--- src/rtl/svc_skidbuf_n_mem.sv ---
// DEPTH x DATA_WIDTH flop array with one synchronous write port and one async read port.
// Data storage carries no reset; validity is tracked by the owning FIFO.
module svc_skidbuf_n_mem #(
  parameter int DATA_WIDTH = 8,
  parameter int DEPTH      = 4
) (
  input  logic                       clk,
  input  logic                       i_we,
  input  logic [$clog2(DEPTH)-1:0]   i_waddr,
  input  logic [DATA_WIDTH-1:0]      i_wdata,
  input  logic [$clog2(DEPTH)-1:0]   i_raddr,
  output logic [DATA_WIDTH-1:0]      o_rdata
);

  logic [DATA_WIDTH-1:0] r_mem [DEPTH];

  always_ff @(posedge clk) begin
    if (i_we) begin
      r_mem[i_waddr] <= i_wdata;
    end
  end

  assign o_rdata = r_mem[i_raddr];

endmodule

--- src/rtl/svc_skidbuf_n.sv ---
// DEPTH-entry elastic buffer on a valid/ready stream with optional empty bypass
// or registered output stage; s_ready is derived from registered occupancy only.
module svc_skidbuf_n #(
  parameter int DATA_WIDTH = 8,
  parameter int DEPTH      = 4,
  parameter bit OPT_OUTREG = 1'b0
) (
  input  logic                         clk,
  input  logic                         rst,
  input  logic                         s_valid,
  output logic                         s_ready,
  input  logic [DATA_WIDTH-1:0]        s_data,
  output logic                         m_valid,
  input  logic                         m_ready,
  output logic [DATA_WIDTH-1:0]        m_data,
  output logic [$clog2(DEPTH+2)-1:0]   count
);

  localparam int AW  = $clog2(DEPTH);
  localparam int PW  = AW + 1;
  localparam int CW  = $clog2(DEPTH + 2);
  localparam int CAP = DEPTH + (OPT_OUTREG ? 1 : 0);
  localparam logic [CW-1:0] CAP_C = CW'(CAP);

  logic [PW-1:0]         r_wr_ptr;
  logic [PW-1:0]         r_rd_ptr;
  logic [CW-1:0]         r_count;
  logic                  w_mem_empty;
  logic                  w_mem_full;
  logic                  w_push;
  logic                  w_pop;
  logic                  w_s_fire;
  logic                  w_m_fire;
  logic [DATA_WIDTH-1:0] w_head;

  // Pointers carry one extra wrap bit so full and empty are distinguishable.
  assign w_mem_empty = (r_wr_ptr == r_rd_ptr);
  assign w_mem_full  = (r_wr_ptr[AW] != r_rd_ptr[AW]) &&
                       (r_wr_ptr[AW-1:0] == r_rd_ptr[AW-1:0]);

  assign s_ready  = (r_count < CAP_C);
  assign w_s_fire = s_valid && s_ready;
  assign w_m_fire = m_valid && m_ready;
  assign count    = r_count;

  svc_skidbuf_n_mem #(
    .DATA_WIDTH (DATA_WIDTH),
    .DEPTH      (DEPTH)
  ) u_mem (
    .clk     (clk),
    .i_we    (w_push),
    .i_waddr (r_wr_ptr[AW-1:0]),
    .i_wdata (s_data),
    .i_raddr (r_rd_ptr[AW-1:0]),
    .o_rdata (w_head)
  );

  generate
    if (OPT_OUTREG == 1'b0) begin : g_comb
      assign m_valid = !w_mem_empty || s_valid;
      assign m_data  = w_mem_empty ? s_data : w_head;
      // Empty with a ready consumer: the beat passes straight through, nothing stored.
      assign w_push  = w_s_fire && !(w_mem_empty && m_ready);
      assign w_pop   = w_m_fire && !w_mem_empty;
    end else begin : g_oreg
      logic                  r_oreg_valid;
      logic [DATA_WIDTH-1:0] r_oreg_data;
      logic                  w_load;

      assign w_load  = !r_oreg_valid || m_ready;
      assign w_pop   = w_load && !w_mem_empty;
      assign w_push  = w_s_fire && !(w_load && w_mem_empty);
      assign m_valid = r_oreg_valid;
      assign m_data  = r_oreg_data;

      always_ff @(posedge clk) begin
        if (rst) begin
          r_oreg_valid <= 1'b0;
        end else if (w_load) begin
          r_oreg_valid <= !w_mem_empty || w_s_fire;
        end
      end

      // Memory head has priority; an incoming beat skips memory only when it is empty.
      always_ff @(posedge clk) begin
        if (!rst && w_load) begin
          if (!w_mem_empty) begin
            r_oreg_data <= w_head;
          end else if (w_s_fire) begin
            r_oreg_data <= s_data;
          end
        end
      end
    end
  endgenerate

  always_ff @(posedge clk) begin
    if (rst) begin
      r_wr_ptr <= '0;
      r_rd_ptr <= '0;
      r_count  <= '0;
    end else begin
      if (w_push) begin
        r_wr_ptr <= r_wr_ptr + 1'b1;
      end
      if (w_pop) begin
        r_rd_ptr <= r_rd_ptr + 1'b1;
      end
      if (w_s_fire && !w_m_fire) begin
        r_count <= r_count + 1'b1;
      end else if (w_m_fire && !w_s_fire) begin
        r_count <= r_count - 1'b1;
      end
    end
  end

  a_count_cap: assert property (@(posedge clk) disable iff (rst) r_count <= CAP_C);
  a_no_push_full: assert property (@(posedge clk) disable iff (rst) !(w_push && w_mem_full));

endmodule

--- config.mk ---
export PLATFORM = sky130hd
export DESIGN_NAME = svc_skidbuf_n
export DESIGN_NICKNAME = d
export VERILOG_FILES = /design/src/rtl/svc_skidbuf_n_mem.sv /design/src/rtl/svc_skidbuf_n.sv
export SDC_FILE = /design/constraint.sdc
export NUM_CORES = 1
export LEC_CHECK = 0
export ABC_CLOCK_PERIOD_IN_PS = 4900
export CAP_MARGIN = 0
export CORE_MARGIN = 4
export CORE_UTILIZATION = 35
export DETAILED_ROUTE_END_ITERATION = 10
export PLACE_DENSITY_LB_ADDON = 0.25
export RECOVER_POWER = 25
export SLEW_MARGIN = 5
export SYNTH_ARGS = -nofsm -noshare
export SYNTH_HDL_FRONTEND = slang
export SYNTH_SLANG_ARGS = --single-unit
--- constraint.sdc ---
create_clock -name clk -period 4.9 [get_ports clk]
set_input_delay 0.49 -clock clk [delete_from_list [all_inputs] [get_ports clk]]
set_output_delay 0.49 -clock clk [all_outputs]
set_load 0.05 [all_outputs]
Yosys cells after proc, flatten, opt, wreduce, memory -nomap -nowiden
Memory sizes are Yosys's and may differ from the RTL's. A register that Yosys moved wholly into a read port is not among the register bits. Cells that the tools add are included.

Bits in writable memories: 32. Flip-flop bits (word level): 9. Logic and storage cells: 30. Output and inout port bits: 13. Input port bits: 12. Memories: 1.

Order comparisons: 1. $add $sub $neg: 4. Mux-type cells: 7. Equality and inequality tests: 1. Reductions and logical operators: 13.

Memories: u_mem.r_mem (words 4, width 8, rd ports 1, clocked after Yosys merged registers in 1, wr ports 1, line svc_skidbuf_n_mem.sv:15) `logic [DATA_WIDTH-1:0] r_mem [DEPTH];`.

Operators by type and width (number): $add A3 B1 Y3 const B (3); $mux W8 (1); $logic_and A1 B1 Y1 (7); $mux W3 (2); $logic_not A1 Y1 (4); $mux W2 (2); $eq A3 B3 Y1 (1); $lt A3 B3 Y1 const B (1); $sub A3 B1 Y3 const B (1); $mux W1 (2); $reduce_bool A2 Y1 (1); $logic_or A1 B1 Y1 (1).

Longest topological paths before layout
Word-level depth: 7. Depth in mapped cells: 9. Gate-level depth less buffers: 9.

Hierarchy
From an unflattened synthesis, not the netlist that was laid out.

Cell total of the unflattened synthesis: 113. Area, all modules: 1865.5 µm².

Modules (own cells, without submodules): svc_skidbuf_n_mem (cells each 46, times used 1, area an instance 1188.6 µm², sequential area each 960.9 µm²); svc_skidbuf_n (cells each 67, times used 1, area an instance 676.9 µm², sequential area each 180.2 µm²).

Worst setup path before layout
No wires, ideal clock.

Path type: register to register. Start point: register r_wr_ptr[1]. End point: register r_count[2] (netlist: count[2]). Path buffers: 0. Arrival: 2224 ps. Cell stages (with the launch flop): 10. Setup time: 71 ps. Slack: 2605 ps. Clock period less this slack: 2295 ps. Required time: 4829 ps. Cells stage by stage: dfxtp_1 xnor2_2 nand3_2 o21ai_0 ha_1 inv_1 fa_1 xor2_1 or3_1 a21oi_1.

Word-level cells in the longest chain between the ends: 7.

RTL lines: start: declaration (line svc_skidbuf_n.sv:25) `logic [PW-1:0] r_wr_ptr;`; start signal: assignment (line svc_skidbuf_n.sv:104) `r_wr_ptr <= r_wr_ptr + 1'b1;`; $eq A3 B3 Y1 * (line svc_skidbuf_n.sv:37) `assign w_mem_empty = (r_wr_ptr == r_rd_ptr);`; $logic_not A1 Y1 * (line svc_skidbuf_n.sv:60) `assign m_valid = !w_mem_empty || s_valid;`; $logic_or A1 B1 Y1 * (line svc_skidbuf_n.sv:60); $logic_and A1 B1 Y1 * (line svc_skidbuf_n.sv:43) `assign w_m_fire = m_valid && m_ready;`; $logic_not A1 Y1 (line svc_skidbuf_n.sv:109) `if (w_s_fire && !w_m_fire) begin`; $logic_and A1 B1 Y1 (line svc_skidbuf_n.sv:109); $mux W3 or $reduce_bool A2 Y1 (tied branches); end signal: assignment (line svc_skidbuf_n.sv:110) `r_count <= r_count + 1'b1;`; end signal: assignment (line svc_skidbuf_n.sv:112) `r_count <= r_count - 1'b1;`; end: declaration (line svc_skidbuf_n.sv:27) `logic [CW-1:0] r_count;`.

Mark *: on every way between the ends. The rest lies on a longest branch, timed or not. A chain may end at the register's enable or synchronous reset.

==> results.md <==
* Setup TNS at 0 ps
* Commonest non-fill, non-tap cell in the layout: edfxtp_1
* Cell Pwr Density at approximately 580 mW/mm²
* CTS tree: done
* Overall global routing resource usage at 0.118
* Final #Nets at between 150 and 200
* Initial DRC Count at 32
* RSZ-0062 raised after global routing: false
* Worst Hold Class: flop to flop
* Tcrit/Tclk final at 0.616
* # DRC at 0
* Synth cell types at 31
* Largest net degree at the start of global routing at 14
* Syn_nets at ~140
* Row count at 26
* Vias per inst at between 4 and 5
* N_diodes at 0
* Final setup fails at 0
* CTS root buf: clkbuf_8
* Die height at 82.2 µm
* Die Width at 82.2 µm
* Post-synth EDFFs at 32
* Fraction of layout cells with a size suffix above 1 at 0.215
* First-pass GRT wire length at ~5.8 mm
* Min Tclk post-route at 3020 ps
* Max IR drop VDD at roughly 0.23 mV
* Overflow after GRT at 0
* DRT antenna net count at 0
* Clock buffer depth at 2
* Final Core Density at 0.445
* Layout area overhead at 20.7%
* Status: finished, final reports clean
* Commonest non-fill, non-tap cells in the layout: edfxtp_1 (32), clkdlybuf4s50_1 (18), mux2_2 (12)
* Worst Setup EP: m_data[5]
* Vias in the first global route at 1143
* R2R Path Start: r_wr_ptr[1]
* Die ar. at 0.00676 mm²
* # fillers at about 470
* Post-CTS Resized at 0
* #FFs+latches synth at 43
* Worst-margin pin slew at between 1000 and 1500 ps
* Reg2reg end: count[2]
* Post-synthesis sequential area ratio at 0.612
* Max Clk Rate at 331 MHz
* Max-slew headroom at 0.222
* # clock sinks at 43
* Final Hold Viols at 0
* Slowest-stage cell, CP: clkdlybuf4s50_1
* Worst path required time at about 4400 ps
* CTS hold repair buffers at 0
* Initial core utilization at 0.368
* First-pass detailed-route iteration total at 4
* Port bufs at 24
* Crit path max fanout at 8
* WP data arrival at approximately 2500 ps
* Synth warn at 0
* GPL Wtd Cong at 0.698
* Critical path endpoint category: output pin
* Crit path cell chain: mux4_2 -> mux2_2 -> clkdlybuf4s50_1
* Async S/R FF share, synth at 0
* Clock transition at the registers of the reported paths at around 80 ps
* Cell count of the worst reg-to-reg path at 9
* Initial antenna violation count at 0
* Leakage power figure at ~0.8 nW
* R2R setup slack at between 2000 and 2500 ps
* Mean area per synthesized cell at between 15 and 20 µm²
* H-tree depth at 2
* WL/cell at 15.8 µm
* Fin. max-slew vios at 0
* Area of the core at about 0.0052 mm²
* Vias at ~1000
* Hpwl dp at about 2.4 mm
* Post-CTS Setup Inserts at 0
* WL final at ~3.5 mm
* Crit-path max cell delay at 700 ps
* Max-cap violations at 0
* Mapped cell area at about 0.0019 mm²
* Setup Skew at approximately 6.7 ps
* Worst Setup Start Kind: flop
* Crit Path Category: flop to output pin
* Clock latency on the worst-skew pair at 290 ps
* Mapped Cells at 120
* Num ports at 25
* Num CTS Buffers at 5
* Ys flop type: edfxtp_1
==> cell type report <==
class | instances | area [µm²] | share of cell area
inverter | 8 | 30.0 | 0.0129
timing repair buffer | 24 | 240 | 0.103
sequential | 43 | 1180 | 0.507
tap | 70 | 87.6 | 0.0376
clock buffer | 5 | 68.8 | 0.0296
clock inverter | 3 | 15.0 | 0.00645
multi-input combinational | 66 | 706 | 0.303
==> cells by family (layout without fill, tap and decap cells) <==
kind of cell / Yosys count / in the layout / synth area share
flops: 43 / 43 / 0.612
simple gates: 22 / 22 / 0.0636
buf+inv: 11 / 40 / 0.0220
compound gates: 9 / 9 / 0.0396
xor+xnor: 5 / 5 / 0.0344
mux: 23 / 23 / 0.179
fa+ha+maj: 7 / 7 / 0.0493
==> Yosys cell counts, drive strengths merged (2+ instances only) <==
master | instances | area [µm²]
xor2 | 2 | 17.5
inv | 8 | 30.0
buf | 2 | 8.75
nand2b | 2 | 12.5
and2 | 3 | 18.8
mux2i | 3 | 30.0
mux2 | 12 | 135
nand2 | 4 | 15.0
a31oi | 2 | 18.8
o21ai | 2 | 10.0
nor2b | 2 | 12.5
ha | 6 | 75.1
mux4 | 8 | 180
nor2 | 6 | 22.5
a41oi | 2 | 25.0
xnor2 | 3 | 48.8
dfxtp | 11 | 220
edfxtp | 32 | 961
==> flip-flops by register name, summed over array words and instances (netlist names), named ones only <==
signal and flops:
r_rd_ptr 3, r_wr_ptr 3, u_mem.r_mem 32, count 3
==> stage by stage <==
stage	setup WS (ps)	instances	hold slack, ps	area [µm²]	power, mW
floorplan	2610	120	499	1930	0.966
global placement	2150	211	518	2240	1.14
finish	1880	219	559	2330	1.35
CTS	1820	219	560	2330	1.37
detailed placement	2160	211	549	2240	1.15
global route	1740	219	590	2330	1.43
==> worst min path at each step <==
stage / start / endpoint / slack, ps / cells after the start
5_1_grt: r_rd_ptr[1] / flop / 590 / 2
2_1_floorplan: r_rd_ptr[1] / flop / 500 / 2
3_3_place_gp: count[2] / count[2] / 520 / 2
6_report: r_rd_ptr[1] / flop / 560 / 2
3_5_place_dp: r_rd_ptr[1] / flop / 550 / 2
4_1_cts: r_rd_ptr[1] / r_rd_ptr[1] / 560 / 2
==> routing by layer <==
layer	up-vias	wire (µm)	GRT usage
met5	-	0	0
met4	0	66	0.0432
met3	6	146	0.0380
met2	16	1750	0.199
met1	517	1490	0.140
li1	509	-	-
==> critical path, delay by kind of cell (launching register included) <==
family	cells	cell delay [ps]
flip-flops	1	680
buffers and inverters	1	700
multiplexers	2	860
==> where the power goes <==
group	total, mW	switching (mW)	internal [mW]	leakage, nW
Clock	0.214	0.117	0.0968	0.0392
Sequential	0.495	0.0469	0.448	0.381
Combinational	0.641	0.379	0.262	0.366
(Power assumes the default switching activity.)
